<file path="config.mk">
export PLATFORM = sky130hd
export DESIGN_NAME = axis_video_timing_out
export DESIGN_NICKNAME = d
export VERILOG_FILES = /design/src/rtl/video_timing_pkg.sv /design/src/rtl/video_timing_gen.sv /design/src/rtl/axis_video_timing_out.sv
export SDC_FILE = /design/constraint.sdc
export NUM_CORES = 1
export LEC_CHECK = 0
export ABC_AREA = 0
export CORE_MARGIN = 2
export CORE_UTILIZATION = 44
export CTS_CLUSTER_DIAMETER = 200
export DETAILED_ROUTE_END_ITERATION = 12
export PLACE_DENSITY = 0.77
export SYNTH_ARGS = -nofsm -noshare
export SYNTH_HDL_FRONTEND = slang
export SYNTH_SLANG_ARGS = --single-unit
</file>
<file path="constraint.sdc">
create_clock -name clk -period 2 [get_ports clk]
set_clock_uncertainty 0.1 [all_clocks]
set_input_delay 0.4 -clock clk [delete_from_list [all_inputs] [get_ports clk]]
set_output_delay 0.4 -clock clk [all_outputs]
set_load 0.03 [all_outputs]
</file>
<file path="src/rtl/video_timing_pkg.sv">
// Shared timing defaults and lock-state encoding for video timing users.
// Holds the standard 1024x768 raster numbers so every consumer agrees on them.
// Pure declarations; no logic lives here.
package video_timing_pkg;

  localparam int DEF_H_ACTIVE = 1024;
  localparam int DEF_H_FP     = 24;
  localparam int DEF_H_SYNC   = 136;
  localparam int DEF_H_BP     = 144;
  localparam int DEF_V_ACTIVE = 768;
  localparam int DEF_V_FP     = 3;
  localparam int DEF_V_SYNC   = 6;
  localparam int DEF_V_BP     = 29;
  localparam int DEF_CNT_W    = 12;

  // Stream-to-raster lock state: searching for SOF, holding SOF, streaming.
  typedef enum logic [1:0] {
    HUNT  = 2'd0,
    ARMED = 2'd1,
    RUN   = 2'd2
  } lock_state_t;

endpackage

</file>
<file path="src/rtl/video_timing_gen.sv">
// Raster timing generator: free-running x/y counters plus sync/blank/active decode.
// Latency: decoded outputs are registered one cycle after the (x,y) they describe;
// active_early is combinational from x,y so the consumer can request that pixel in time.
module video_timing_gen
  import video_timing_pkg::*;
#(
  parameter int   H_ACTIVE = DEF_H_ACTIVE,
  parameter int   H_FP     = DEF_H_FP,
  parameter int   H_SYNC   = DEF_H_SYNC,
  parameter int   H_BP     = DEF_H_BP,
  parameter int   V_ACTIVE = DEF_V_ACTIVE,
  parameter int   V_FP     = DEF_V_FP,
  parameter int   V_SYNC   = DEF_V_SYNC,
  parameter int   V_BP     = DEF_V_BP,
  parameter int   CNT_W    = DEF_CNT_W,
  parameter logic HS_POL   = 1'b1,
  parameter logic VS_POL   = 1'b1
) (
  input  logic             clk,
  input  logic             reset_n,
  output logic [CNT_W-1:0] x,
  output logic [CNT_W-1:0] y,
  output logic             active_early,
  output logic             hsync,
  output logic             vsync,
  output logic             hblank,
  output logic             vblank,
  output logic             active_video
);

  localparam int H_TOTAL = H_ACTIVE + H_FP + H_SYNC + H_BP;
  localparam int V_TOTAL = V_ACTIVE + V_FP + V_SYNC + V_BP;

  localparam logic [CNT_W-1:0] X_ACT_END  = CNT_W'(H_ACTIVE);
  localparam logic [CNT_W-1:0] X_SYNC_BEG = CNT_W'(H_ACTIVE + H_FP);
  localparam logic [CNT_W-1:0] X_SYNC_END = CNT_W'(H_ACTIVE + H_FP + H_SYNC);
  localparam logic [CNT_W-1:0] X_LAST     = CNT_W'(H_TOTAL - 1);
  localparam logic [CNT_W-1:0] Y_ACT_END  = CNT_W'(V_ACTIVE);
  localparam logic [CNT_W-1:0] Y_SYNC_BEG = CNT_W'(V_ACTIVE + V_FP);
  localparam logic [CNT_W-1:0] Y_SYNC_END = CNT_W'(V_ACTIVE + V_FP + V_SYNC);
  localparam logic [CNT_W-1:0] Y_LAST     = CNT_W'(V_TOTAL - 1);

  logic hb_c;
  logic vb_c;
  logic hs_c;
  logic vs_c;

  // Raster position runs freely; y steps when x wraps.
  always_ff @(posedge clk or negedge reset_n) begin
    if (!reset_n) begin
      x <= '0;
      y <= '0;
    end else if (x == X_LAST) begin
      x <= '0;
      y <= (y == Y_LAST) ? '0 : y + CNT_W'(1);
    end else begin
      x <= x + CNT_W'(1);
    end
  end

  // Region decode of the current position: active, front porch, sync, back porch.
  always_comb begin
    hb_c = (x >= X_ACT_END);
    vb_c = (y >= Y_ACT_END);
    hs_c = (x >= X_SYNC_BEG) && (x < X_SYNC_END);
    vs_c = (y >= Y_SYNC_BEG) && (y < Y_SYNC_END);
  end

  assign active_early = !hb_c && !vb_c;

  // Timing outputs registered so they line up with the registered pixel.
  always_ff @(posedge clk or negedge reset_n) begin
    if (!reset_n) begin
      hsync        <= ~HS_POL;
      vsync        <= ~VS_POL;
      hblank       <= 1'b0;
      vblank       <= 1'b0;
      active_video <= 1'b0;
    end else begin
      hsync        <= hs_c ? HS_POL : ~HS_POL;
      vsync        <= vs_c ? VS_POL : ~VS_POL;
      hblank       <= hb_c;
      vblank       <= vb_c;
      active_video <= active_early;
    end
  end

endmodule

</file>
<file path="src/rtl/axis_video_timing_out.sv">
// AXI-Stream to parallel video: locks the stream to the raster on SOF and checks line alignment.
// Latency: pixel and timing for a given (x,y) leave together, one cycle after (x,y).
// Backpressure: s_tready follows the raster's active region; the raster itself never stalls.
module axis_video_timing_out
  import video_timing_pkg::*;
#(
  parameter int                DATA_W   = 16,
  parameter int                R_W      = 5,
  parameter int                G_W      = 6,
  parameter int                B_W      = 5,
  parameter int                H_ACTIVE = DEF_H_ACTIVE,
  parameter int                H_FP     = DEF_H_FP,
  parameter int                H_SYNC   = DEF_H_SYNC,
  parameter int                H_BP     = DEF_H_BP,
  parameter int                V_ACTIVE = DEF_V_ACTIVE,
  parameter int                V_FP     = DEF_V_FP,
  parameter int                V_SYNC   = DEF_V_SYNC,
  parameter int                V_BP     = DEF_V_BP,
  parameter logic              HS_POL   = 1'b1,
  parameter logic              VS_POL   = 1'b1,
  parameter logic [DATA_W-1:0] FILL     = '0,
  parameter int                CNT_W    = DEF_CNT_W
) (
  input  logic              clk,
  input  logic              reset_n,
  input  logic [DATA_W-1:0] s_tdata,
  input  logic              s_tuser,
  input  logic              s_tlast,
  input  logic              s_tvalid,
  output logic              s_tready,
  output logic [R_W-1:0]    video_r,
  output logic [G_W-1:0]    video_g,
  output logic [B_W-1:0]    video_b,
  output logic              hsync,
  output logic              vsync,
  output logic              hblank,
  output logic              vblank,
  output logic              active_video,
  output logic              locked,
  output logic              underflow,
  output logic              line_err,
  input  logic              clr_status
);

  localparam logic [CNT_W-1:0] X_LAST_ACT = CNT_W'(H_ACTIVE - 1);

  logic [CNT_W-1:0] x;
  logic [CNT_W-1:0] y;
  logic             act_early;
  lock_state_t      state;
  logic [DATA_W-1:0] pix;

  logic at_origin;
  logic run_now;
  logic sof_beat;
  logic show_beat;
  logic starve;
  logic misalign;

  video_timing_gen #(
    .H_ACTIVE (H_ACTIVE),
    .H_FP     (H_FP),
    .H_SYNC   (H_SYNC),
    .H_BP     (H_BP),
    .V_ACTIVE (V_ACTIVE),
    .V_FP     (V_FP),
    .V_SYNC   (V_SYNC),
    .V_BP     (V_BP),
    .CNT_W    (CNT_W),
    .HS_POL   (HS_POL),
    .VS_POL   (VS_POL)
  ) u_timing (
    .clk          (clk),
    .reset_n      (reset_n),
    .x            (x),
    .y            (y),
    .active_early (act_early),
    .hsync        (hsync),
    .vsync        (vsync),
    .hblank       (hblank),
    .vblank       (vblank),
    .active_video (active_video)
  );

  // ARMED releases its held SOF beat at (0,0) itself, so that cycle already behaves as RUN
  // and the first pixel of the frame is not lost.
  always_comb begin
    at_origin = (x == '0) && (y == '0);
    run_now   = (state == RUN) || ((state == ARMED) && at_origin);
    sof_beat  = s_tvalid && s_tuser;
    show_beat = run_now && act_early && s_tvalid;
    starve    = run_now && act_early && !s_tvalid;
    misalign  = show_beat &&
                ((s_tlast != (x == X_LAST_ACT)) || (s_tuser != at_origin));
  end

  // Ready: open while hunting (except on the SOF beat), raster-active while streaming.
  always_comb begin
    s_tready = 1'b0;
    if (reset_n) begin
      case (state)
        HUNT:       s_tready = !sof_beat;
        ARMED, RUN: s_tready = run_now && act_early;
        default:    s_tready = 1'b0;
      endcase
    end
  end

  // Lock FSM with its registered pixel, lock indication and sticky status flags.
  always_ff @(posedge clk or negedge reset_n) begin
    if (!reset_n) begin
      state     <= HUNT;
      pix       <= '0;
      locked    <= 1'b0;
      underflow <= 1'b0;
      line_err  <= 1'b0;
    end else begin
      pix       <= show_beat ? s_tdata : FILL;
      locked    <= run_now;
      underflow <= starve | (underflow & ~clr_status);
      line_err  <= misalign | (line_err & ~clr_status);
      if (run_now) begin
        state <= (starve || misalign) ? HUNT : RUN;
      end else if ((state == HUNT) && sof_beat) begin
        state <= ARMED;
      end
    end
  end

  assign video_r = pix[DATA_W-1 -: R_W];
  assign video_g = pix[B_W +: G_W];
  assign video_b = pix[B_W-1:0];

endmodule

</file>
==> results of run 1 <==
-- layout by cell type, fill, tap and decap left out, types with 7 or more instances in the layout --
cell type / count
buf_4: 45
nand4_1: 8
clkdlybuf4s50_1: 44
nor2_1: 13
dfrtp_1: 50
and2_4: 10
ha_1: 8
and2_1: 8
nand2_1: 17
clkbuf_8: 7
xor2_1: 10
inv_1: 8
-- sequential cells by signal, summed over array words and instances (netlist names) --
register,flops
line_err,1
locked,1
pix,16
state,2
u_timing.active_video,1
u_timing.hblank,1
u_timing.hsync,1
u_timing.vblank,1
u_timing.vsync,1
u_timing.x,12
u_timing.y,12
underflow,1
-- cells by family after synthesis --
group                    after synthesis  share of synthesized area [%]
multiplexers                           3                          1.401
AO/OA/AOI/OAI                         20                          6.251
XOR/XNOR                              16                          6.034
flip-flops                            50                          53.88
buffers and inverters                 16                          3.825
AND/OR/NAND/NOR                       89                          23.22
adder cells (fa/ha/maj)               10                          5.388
-- routing by layer --
| metal | vias up | global-route usage (%) | part of all wire, % |
|---|---|---|---|
| met4 | 0 | 6.182 | 1.6 |
| met1 | 867 | 24.55 | 44 |
| met2 | 60 | 33.72 | 50 |
| li1 | 884 | - | - |
| met3 | 12 | 4.118 | 4.6 |
| met5 | - | 0 | 0 |
-- where the power goes --
part	leakage, µW	internal, µW	switching, µW
logic	0.000887	360	392
clock network	0.0000544	317	332
registers	0.000667	1100	44.7
total	0.00161	1780	769
-- timing repair --
item                                   CTS  global route
setup endpoints to repair                1             8
gates resized for setup                 12             8
endpoints found under the hold margin    0             0
buffers inserted                         5             3
pin swaps                                9            10
-- area by class of cell --
class / instances / area, µm² / share of cell area [%]
Inverter: 10 / 37.54 / 1.118
Clock buffer: 7 / 96.34 / 2.870
Timing Repair Buffer: 91 / 794.5 / 23.67
Multi-Input combinational cell: 138 / 1081 / 32.20
Tap cell: 70 / 87.58 / 2.609
Sequential cell: 50 / 1251 / 37.27
Clock inverter: 1 / 8.758 / 0.2609
-- path summary, 6_finish.rpt --
path | end | slack, ns | depth (start not counted)
max in group asynchronous | u_timing.y[1] | 1.29 | 2
hold reg to reg | underflow | 0.42 | 1
setup reg to reg | line_err | 0.05 | 8
setup / recovery | s_tready | -0.39 | 8
hold / removal | locked | 0.11 | 2
min in group clk | underflow | 0.42 | 1
-- stage by stage --
stage	utilization [%]	total power, µW
finish	65.73	2549
global route	65.73	2672
CTS	64.72	2573
detailed placement	61.00	1892
global placement	61.00	1867
floorplan	-	1615
==> impl_results.md, run 1 <==
* Outcome: finished with violations
* Failing checks: negative setup slack
* Rows at 26
* Starting Density at 45.47%
* Leak pwr at 0.001609 µW
* TNS Setup at -0.3869 ns
* CTS sink count at 50
* Final worst slack at -0.3869 ns
* Vias per cell at 4.967
* Largest delay share family, worst path: compound AO/OA/AOI/OAI gates
* Worst-Margin Slew at 0.5934 ns
* Mapped Avg Cell Area at 11.38 µm²
* CP Capture Type: output pin
* Worst path cell trace: inv_1, ha_1, and3b_1, and3_4, a31o_4, a32oi_4, nor3b_4, buf_6
* Post-synth top cells: 50 x dfrtp_1, 17 x nand2_1, 15 x nor2_1, 11 x xor2_1
* Placed cell area at 3115 µm²
* Async S/R FF share, synth at 100.0%
* Fin crit share at 119.3%
* Antenna violations before repair at 0
* Yosys warns at 0
* Synth top area share at 53.88%
* Share of cells above drive strength 1 at 30.30%
* First-pass GRT wire length at 9039 µm
* Hold Vio Cnt, Final at 0
* Yosys reg bits at 50
* Synth area leader: dfrtp_1
* Req. time, crit path at 1.50 ns
* Design area at 3357 µm²
* Clock Path Buffers at 2
* Diodes inserted at 0
* Most frequent cell after synthesis: dfrtp_1
* Buffers on Ports at 46
* HPWL after DPL at 3702 µm
* Nets@finish at 328
* Crit path kind: flop to output pin
* Worst-path clk slew at 0.09 ns
* # DRC at 0
* Worst slew margin at 60.44%
* Pre-CTS setup slack at -0.1477 ns
* Post-synth EDFFs at 0
* Setup violations, final at 1
* Number of global-route vias before repair at 1943
* Core area at 5107 µm²
* RR Startpoint: u_timing.x[0]
* Unrepaired setup endpoints after global routing: true
* Die area at 5875 µm²
* Slew Limit Fails at 0
* Worst Path Buf+Inv at 2
* Die Wd at 76.65 µm
* Power Density at 759.4 nW/µm²
* Worst Hold Class: input port to async pin
* DR WL/cell at 14.15 µm
* Critical-path top delay cell: dfrtp_1
* Post-synth cell types at 38
* Dpl cells at 352
* Crit path from: u_timing.x[0]
* Synth area leaders: dfrtp_1 54%, ha_1 5.4%, xor2_1 4.1%, and2_4 3.8%, and4_1 3.0%
* DRT antenna net count at 0
* Total GRT Usage at 19.51%
* DRT iter0 DRCs at 58
* Clock Tree Root: clkbuf_8
* Detailed-route via count at 1823
* Critical path's largest stage delay at 0.36 ns
* CTS tree: yes
* Critical path arrival at 1.89 ns
* Vert. Die Dim at 76.65 µm
* Pre-Repair DR Iteration Count at 4
* Fillers at 391
* Fin crit period at 2.387 ns
* Startpoint types: flop
* Number of max-cap violations at 0
* Routed Wire Length at 5193 µm
* Most used DFF post-synth: dfrtp_1
* Worst skew pair latency at 0.30 ns
* Pin count of the biggest net entering global routing at 51
* Ports at 47
* GPL Wtd Cong at 0.8007
* Number of buffers inserted by hold repair at cts at 0
* Synth Instances at 204
* H-tree depth at 2
* Max IR drop VDD at 448.9 µV
* Post-synth net total at 236
* Clock buffer count from CTS at 5
* Hold WS at 0.1094 ns
* Non-filler cells, final at 367
* Worst Path Max Fanout at 2
* Top achievable clock speed at 419.0 MHz
* Overflow after GRT at 0
* Syn-to-layout area delta at 44.56%
* Post-synthesis sequential area ratio at 53.88%
* Netlist Area Pre-Place at 2322 µm²
No activity file was read; power rests on OpenSTA's default activity.
==> run 2, diff against run 1 <==
Settings changed: CTS_CLUSTER_SIZE set to 16, PLACE_DENSITY 0.77 to 0.74.
Clock period 2 ns to 2.9 ns, I/O delays scaled along.
==> run 2 against run 1 <==
Compared with the run above: the run now ends clean; sequential share of layout area grew 3.5 points; critical path depth fell by 2; sequential cell count is the same; worst setup slack gained 0.57 ns; cell count decreased by 7.4%; hold slack better by 0.21 ns; die area is the same; critical path type unchanged.
==> impl_results.md, run 2 (synthesis results as in run 1) <==
* Total GRT Usage at 16.85% (was 19.51%)
* DRT antenna net count at 0 (unchanged)
* Die area at 5875 µm² (unchanged)
* Critical path arrival at 2.04 ns (was 1.89 ns)
* Number of global-route vias before repair at 1696 (was 1943)
* CTS tree: yes (unchanged)
* Overflow after GRT at 0 (unchanged)
* Pre-Repair DR Iteration Count at 4 (unchanged)
* Critical path's largest stage delay at 0.42 ns (was 0.36 ns)
* Largest regs: pix (16), u_timing.x (12), u_timing.y (12) (unchanged)
* Routed Wire Length at 4509 µm (was 5193 µm)
* Leak pwr at 0.001454 µW (was 0.001609 µW)
* Fin crit period at 2.717 ns
* Diodes inserted at 0 (unchanged)
* Worst-Margin Slew at 0.6195 ns (was 0.5934 ns)
* Switching share of power at 28.68% (was 30.16%)
* Ports at 47 (unchanged)
* Vert. Die Dim at 76.65 µm (unchanged)
* H-tree depth at 2 (unchanged)
* Detailed-route via count at 1707 (was 1823)
* TNS Setup at 0 ns (was -0.3869 ns)
* Post-layout util at 60.02% (was 65.73%)
* Share of cells above drive strength 1 at 17.04% (was 30.30%)
* Crit path from: u_timing.y[6] (was u_timing.x[0])
* Vias per cell at 5.021 (was 4.967)
* Clk network pwr share at 29.3% (was 25.5%)
* Worst skew pair latency at 0.31 ns (was 0.30 ns)
* Total power at 1767 µW (was 2549 µW)
* Core area at 5107 µm² (unchanged)
* Internal power at 1260 µW (was 1781 µW)
* Power Density at 576.4 nW/µm² (was 759.4 nW/µm²)
* Unrepaired setup endpoints after global routing: false (was true)
* Number of max-cap violations at 0 (unchanged)
* Clock buffer count from CTS at 5 (unchanged)
* Crit path kind: flop to output pin (unchanged)
* Worst Path Max Fanout at 4 (was 2)
* Worst slew margin at 58.70% (was 60.44%)
* Hold Vio Cnt, Final at 0 (unchanged)
* Largest delay share family, worst path: simple AND/OR/NAND/NOR gates (was compound AO/OA/AOI/OAI gates)
* Top achievable clock speed at 368.1 MHz
* Buffers on Ports at 46 (unchanged)
* Rows at 26 (unchanged)
* RR Startpoint: u_timing.x[0] (unchanged)
* HPWL after DPL at 3244 µm (was 3702 µm)
* Flop pwr share at 44.7% (was 45.0%)
* DRT iter0 DRCs at 114 (was 58)
* Die Wd at 76.65 µm (unchanged)
* DR WL/cell at 13.26 µm (was 14.15 µm)
* Clock Path Buffers at 2 (unchanged)
* GPL Wtd Cong at 0.8207 (was 0.8007)
* Worst-path clk slew at 0.09 ns (about the same)
* Fin crit share at 93.68%
* Most common cell after layout, fill and taps aside: dfrtp_1 (unchanged)
* Switching Power at 506.8 µW (was 768.8 µW)
* Most frequent cells in the layout: 50 x dfrtp_1, 44 x clkdlybuf4s50_1, 18 x buf_4 (was 50 x dfrtp_1, 45 x buf_4, 44 x clkdlybuf4s50_1)
* Nets@finish at 301 (was 328)
* Clock Tree Root: clkbuf_8 (unchanged)
* Slew Limit Fails at 0 (unchanged)
* CP Capture Type: output pin (unchanged)
* Critical-path top delay cell: dfrtp_1 (unchanged)
* Worst Hold Class: input port to async pin (unchanged)
* Max reg flops at 16 (unchanged)
* CTS sink count at 50 (unchanged)
* Req. time, crit path at 2.22 ns (was 1.50 ns)
* Max IR drop VDD at 314.9 µV (was 448.9 µV)
* Startpoint types: flop (unchanged)
* Worst path cell trace: nor3_1, and4_1, a31o_4, a32oi_1, nor3b_1, clkbuf_2 (was inv_1, ha_1, and3b_1, and3_4, a31o_4, a32oi_4, nor3b_4, buf_6)
* Outcome: completed (was finished with violations)
* First-pass GRT wire length at 7728 µm (was 9039 µm)
* Number of buffers inserted by hold repair at cts at 0 (unchanged)
* Biggest register: pix (unchanged)
* Worst Path Buf+Inv at 1 (was 2)
* # DRC at 0 (unchanged)
* Syn-to-layout area delta at 32.00% (was 44.56%)
* Setup violations, final at 0 (was 1)
* Logic gate share of total power at 26.0% (was 29.5%)
* Starting Density at 45.47% (unchanged)
* Pin count of the biggest net entering global routing at 51 (unchanged)
* Antenna violations before repair at 0 (unchanged)
## run 2: metal layers
layer  GRT usage (%)  vias up  routed length [µm]
met5               0        -                   0
met4           7.636        0                 107
met3           4.353       11                 197
met2           27.70       46                2221
met1           20.95      824                1981
li1                -      826                   -
## run 2: cell type report
cell class | count | area (µm²)
fill | 426 | 2042
clock buffer | 6 | 82.58
tap | 70 | 87.58
multi-input combinational | 138 | 982.2
clock inverter | 2 | 38.79
sequential | 50 | 1251
timing repair buffer | 64 | 585.6
inverter | 10 | 37.54
## run 2: repair_timing
action                     in CTS  in global routing
setup endpoints to repair       1                  1
pin swaps                       0                  0
setup buffers                   0                  0
gates resized for setup         2                  2
## run 2: per-stage QoR
stage	hold WS, ns	std cells	area (µm²)	worst slack [ns]
detailed placement	0.3731	332	2949	0.06220
finish	0.3200	340	3065	0.1834
global placement	0.3768	332	2949	0.1167
floorplan	0.1844	204	2322	0.2407
CTS	0.3546	340	3070	0.007451
global route	0.3805	340	3065	0.07106
## run 2: final timing paths
| kind | end | slack, ns | depth (start not counted) |
|---|---|---|---|
| max | s_tready | 0.18 | 6 |
| min | u_timing.x[0] | 0.32 | 2 |
| max reg2reg | u_timing.y[7] | 0.75 | 6 |
| min reg2reg | u_timing.x[0] | 0.39 | 1 |
| max in group asynchronous | u_timing.y[2] | 1.96 | 2 |
| min in group clk | u_timing.x[0] | 0.39 | 1 |
## run 2: power by group through the flow
stage          clock network [µW]  logic, µW  registers [µW]
2_1_floorplan                   0        175             913
3_3_place_gp                    0        461             804
3_5_place_dp                    0        469             804
4_1_cts                       529        468             791
5_1_grt                       557        496             798
6_report                      517        459             791
## run 2: worst reg2reg max path: cells and delay by family (launching register included)
family / cells / cell delay [ns]
XOR/XNOR: 1 / 0.16
AND/OR/NAND/NOR: 4 / 1.20
flip-flops: 1 / 0.40
adder cells (fa/ha/maj): 1 / 0.22
==> run 3, diff against run 2 <==
Settings changed: REMOVE_ABC_BUFFERS set to 1.
==> run 3 against run 2 <==
Compared with the run above: sequential power about the same; wire length up 1.7%; global-route usage up 0.26 points; hold slack better by 0.030 ns; core utilization down 0.20 points; highest routed layer unchanged; die area unchanged; fmax up 1.1%.
==> impl_results.md, run 3 (synthesis results as in run 1) <==
* CTS tree: yes (unchanged)
* Switching Power at 492.8 µW (was 506.8 µW)
* Fillers at 426 (unchanged)
* Flop pwr share at 45.8% (was 44.7%)
* Most common cell after layout, fill and taps aside: dfrtp_1 (unchanged)
* Worst Hold Class: input port to async pin (unchanged)
* Critical-path top delay cell: dfrtp_1 (unchanged)
* # DRC at 0 (unchanged)
* Worst slew margin at 58.45% (was 58.70%)
* Unrepaired setup endpoints after global routing: false (unchanged)
* Pin count of the biggest net entering global routing at 51 (unchanged)
* Fin crit period at 2.688 ns (was 2.717 ns)
* Worst-path clk slew at 0.08 ns (was 0.09 ns)
* Outcome: completed (unchanged)
* Critical path arrival at 2.01 ns (was 2.04 ns)
* Detailed-route via count at 1665 (was 1707)
* Critical path's largest stage delay at 0.44 ns (was 0.42 ns)
* Core area at 5107 µm² (unchanged)
* Leak pwr at 0.001447 µW (was 0.001454 µW)
* Die Wd at 76.65 µm (unchanged)
* Startpoint types: flop (unchanged)
* Power Density at 565.3 nW/µm² (was 576.4 nW/µm²)
* Clock Tree Root: clkbuf_8 (unchanged)
* Antenna violations before repair at 0 (unchanged)
* DR WL/cell at 13.49 µm (was 13.26 µm)
* Number of buffers inserted by hold repair at cts at 0 (unchanged)
* H-tree depth at 2 (unchanged)
* Vert. Die Dim at 76.65 µm (unchanged)
* Rows at 26 (unchanged)
* Starting Density at 45.47% (unchanged)
* Ports at 47 (unchanged)
* Buffers on Ports at 46 (unchanged)
* Overflow after GRT at 0 (unchanged)
* CP Capture Type: output pin (unchanged)
* Nets@finish at 301 (unchanged)
* Final worst slack at 0.2121 ns (was 0.1834 ns)
* Largest regs: pix (16), u_timing.x (12), u_timing.y (12) (unchanged)
* DRT iter0 DRCs at 123 (was 114)
* DRT antenna net count at 0 (unchanged)
* Pre-CTS setup slack at 0.01722 ns (was 0.06220 ns)
* Biggest register: pix (unchanged)
* Worst Path Buf+Inv at 1 (unchanged)
* TNS Setup at 0 ns (unchanged)
* FF-to-FF setup slack at 0.66 ns (was 0.75 ns)
* Worst skew pair latency at 0.30 ns (was 0.31 ns)
* Diodes inserted at 0 (unchanged)
* Number of global-route vias before repair at 1679 (was 1696)
* Terminus of the critical flop-to-flop path: u_timing.y[6] (was u_timing.y[7])
* CTS sink count at 50 (unchanged)
* Hold WS at 0.3502 ns (was 0.3200 ns)
* Largest delay share family, worst path: simple AND/OR/NAND/NOR gates (unchanged)
* Crit path kind: flop to output pin (unchanged)
* Fin crit share at 92.69% (was 93.68%)
* Hold Vio Cnt, Final at 0 (unchanged)
* First-pass GRT wire length at 7969 µm (was 7728 µm)
* Req. time, crit path at 2.22 ns (about the same)
* Internal power at 1234 µW (was 1260 µW)
* Worst-Margin Slew at 0.6233 ns (was 0.6195 ns)
* Clock buffer count from CTS at 5 (unchanged)
* Top achievable clock speed at 372.0 MHz (was 368.1 MHz)
* Syn-to-layout area delta at 31.57% (was 32.00%)
* Slew Limit Fails at 0 (unchanged)
* Setup violations, final at 0 (unchanged)
* RR Startpoint: u_timing.x[0] (unchanged)
* Total GRT Usage at 17.10% (was 16.85%)
* Max reg flops at 16 (unchanged)
* Pre-Repair DR Iteration Count at 4 (unchanged)
* Worst Path Max Fanout at 6 (was 4)
* Number of max-cap violations at 0 (unchanged)
* Clock Path Buffers at 2 (unchanged)
* Switching share of power at 28.53% (was 28.68%)
* Clk network pwr share at 27.5% (was 29.3%)
* GPL Wtd Cong at 0.8083 (was 0.8207)
* Max IR drop VDD at 273.4 µV (was 314.9 µV)
* HPWL after DPL at 3398 µm (was 3244 µm)
* Worst path cell trace: nor3_1, and3_4, a31o_4, a32oi_1, nor3b_1, buf_2 (was nor3_1, and4_1, a31o_4, a32oi_1, nor3b_1, clkbuf_2)
* Vias per cell at 4.897 (was 5.021)
* # Post-CTS Setup Buffers at 0 (unchanged)
* Most frequent cells in the layout: 50 x dfrtp_1, 44 x clkdlybuf4s50_1, 18 x buf_4 (unchanged)
* Reg2reg path depth at 6 (unchanged)
* Die area at 5875 µm² (unchanged)
* Routed Wire Length at 4586 µm (was 4509 µm)
* Share of cells above drive strength 1 at 16.67% (was 17.04%)
* Logic gate share of total power at 26.7% (was 26.0%)
-- run 3: cell count changes in the layout (fill, tap and decap cells not counted), sizes merged --
cell and delta:
buf +1, inv -1
-- run 3: area by class of cell --
cell class              count  area, µm²  area share (%)
flip-flops and latches     50       1251           40.95
repair buffers             64      585.6           19.16
clock buffers               7      76.32           2.498
well taps                  70      87.58           2.867
multi-input cells         138      987.2           32.31
inverters                  10      37.54           1.229
clock inverters             1      30.03          0.9828
-- run 3: worst max-delay path by stage --
stage,endpoint,startpoint,slack [ns],cells after the start
after global routing,s_tready,u_timing.y[0],0.06,8
final,s_tready,u_timing.x[7],0.21,6
after CTS,s_tready,u_timing.y[6],0.05,6
after detailed placement,s_tready,u_timing.y[6],0.02,6
after global placement,s_tready,u_timing.y[6],0.11,6
after floorplan,s_tready,u_timing.y[0],0.24,7
-- run 3: timing repair --
item	CTS	global route
hold endpoints to repair	0	0
setup endpoints to repair	1	1
pin swaps	0	0
gates resized for setup	4	3
-- run 3: metrics by stage --
step	power (µW)	cell area, µm²	utilization [%]	instances
after CTS	1752	3057	59.85	340
after floorplan	1067	2271	-	198
after global placement	1268	2949	57.74	332
final	1727	3055	59.82	340
after detailed placement	1277	2949	57.74	332
after global routing	1819	3055	59.82	340
-- run 3: power groups by stage --
stage               Combinational (µW)  Sequential, µW  Clock [µW]
floorplan                          154             913           0
global placement                   464             803           0
detailed placement                 470             807           0
CTS                                469             794         489
global route                       497             800         522
finish                             461             791         475
-- run 3: per-layer routing --
layer / global-route usage, % / routed length, µm
met5: 0 / 0
met4: 5.455 / 59
met3: 3.529 / 140
met2: 29.03 / 2322
met1: 22.03 / 2063
-- run 3: worst register-to-register path, stage by stage, from the launching register on --
cell and delay (ns):
dfrtp_1 0.41, ha_1 0.23, and4_1 0.32, and4_1 0.50
and4_1 0.34, nand3_1 0.11, xnor2_1 0.13
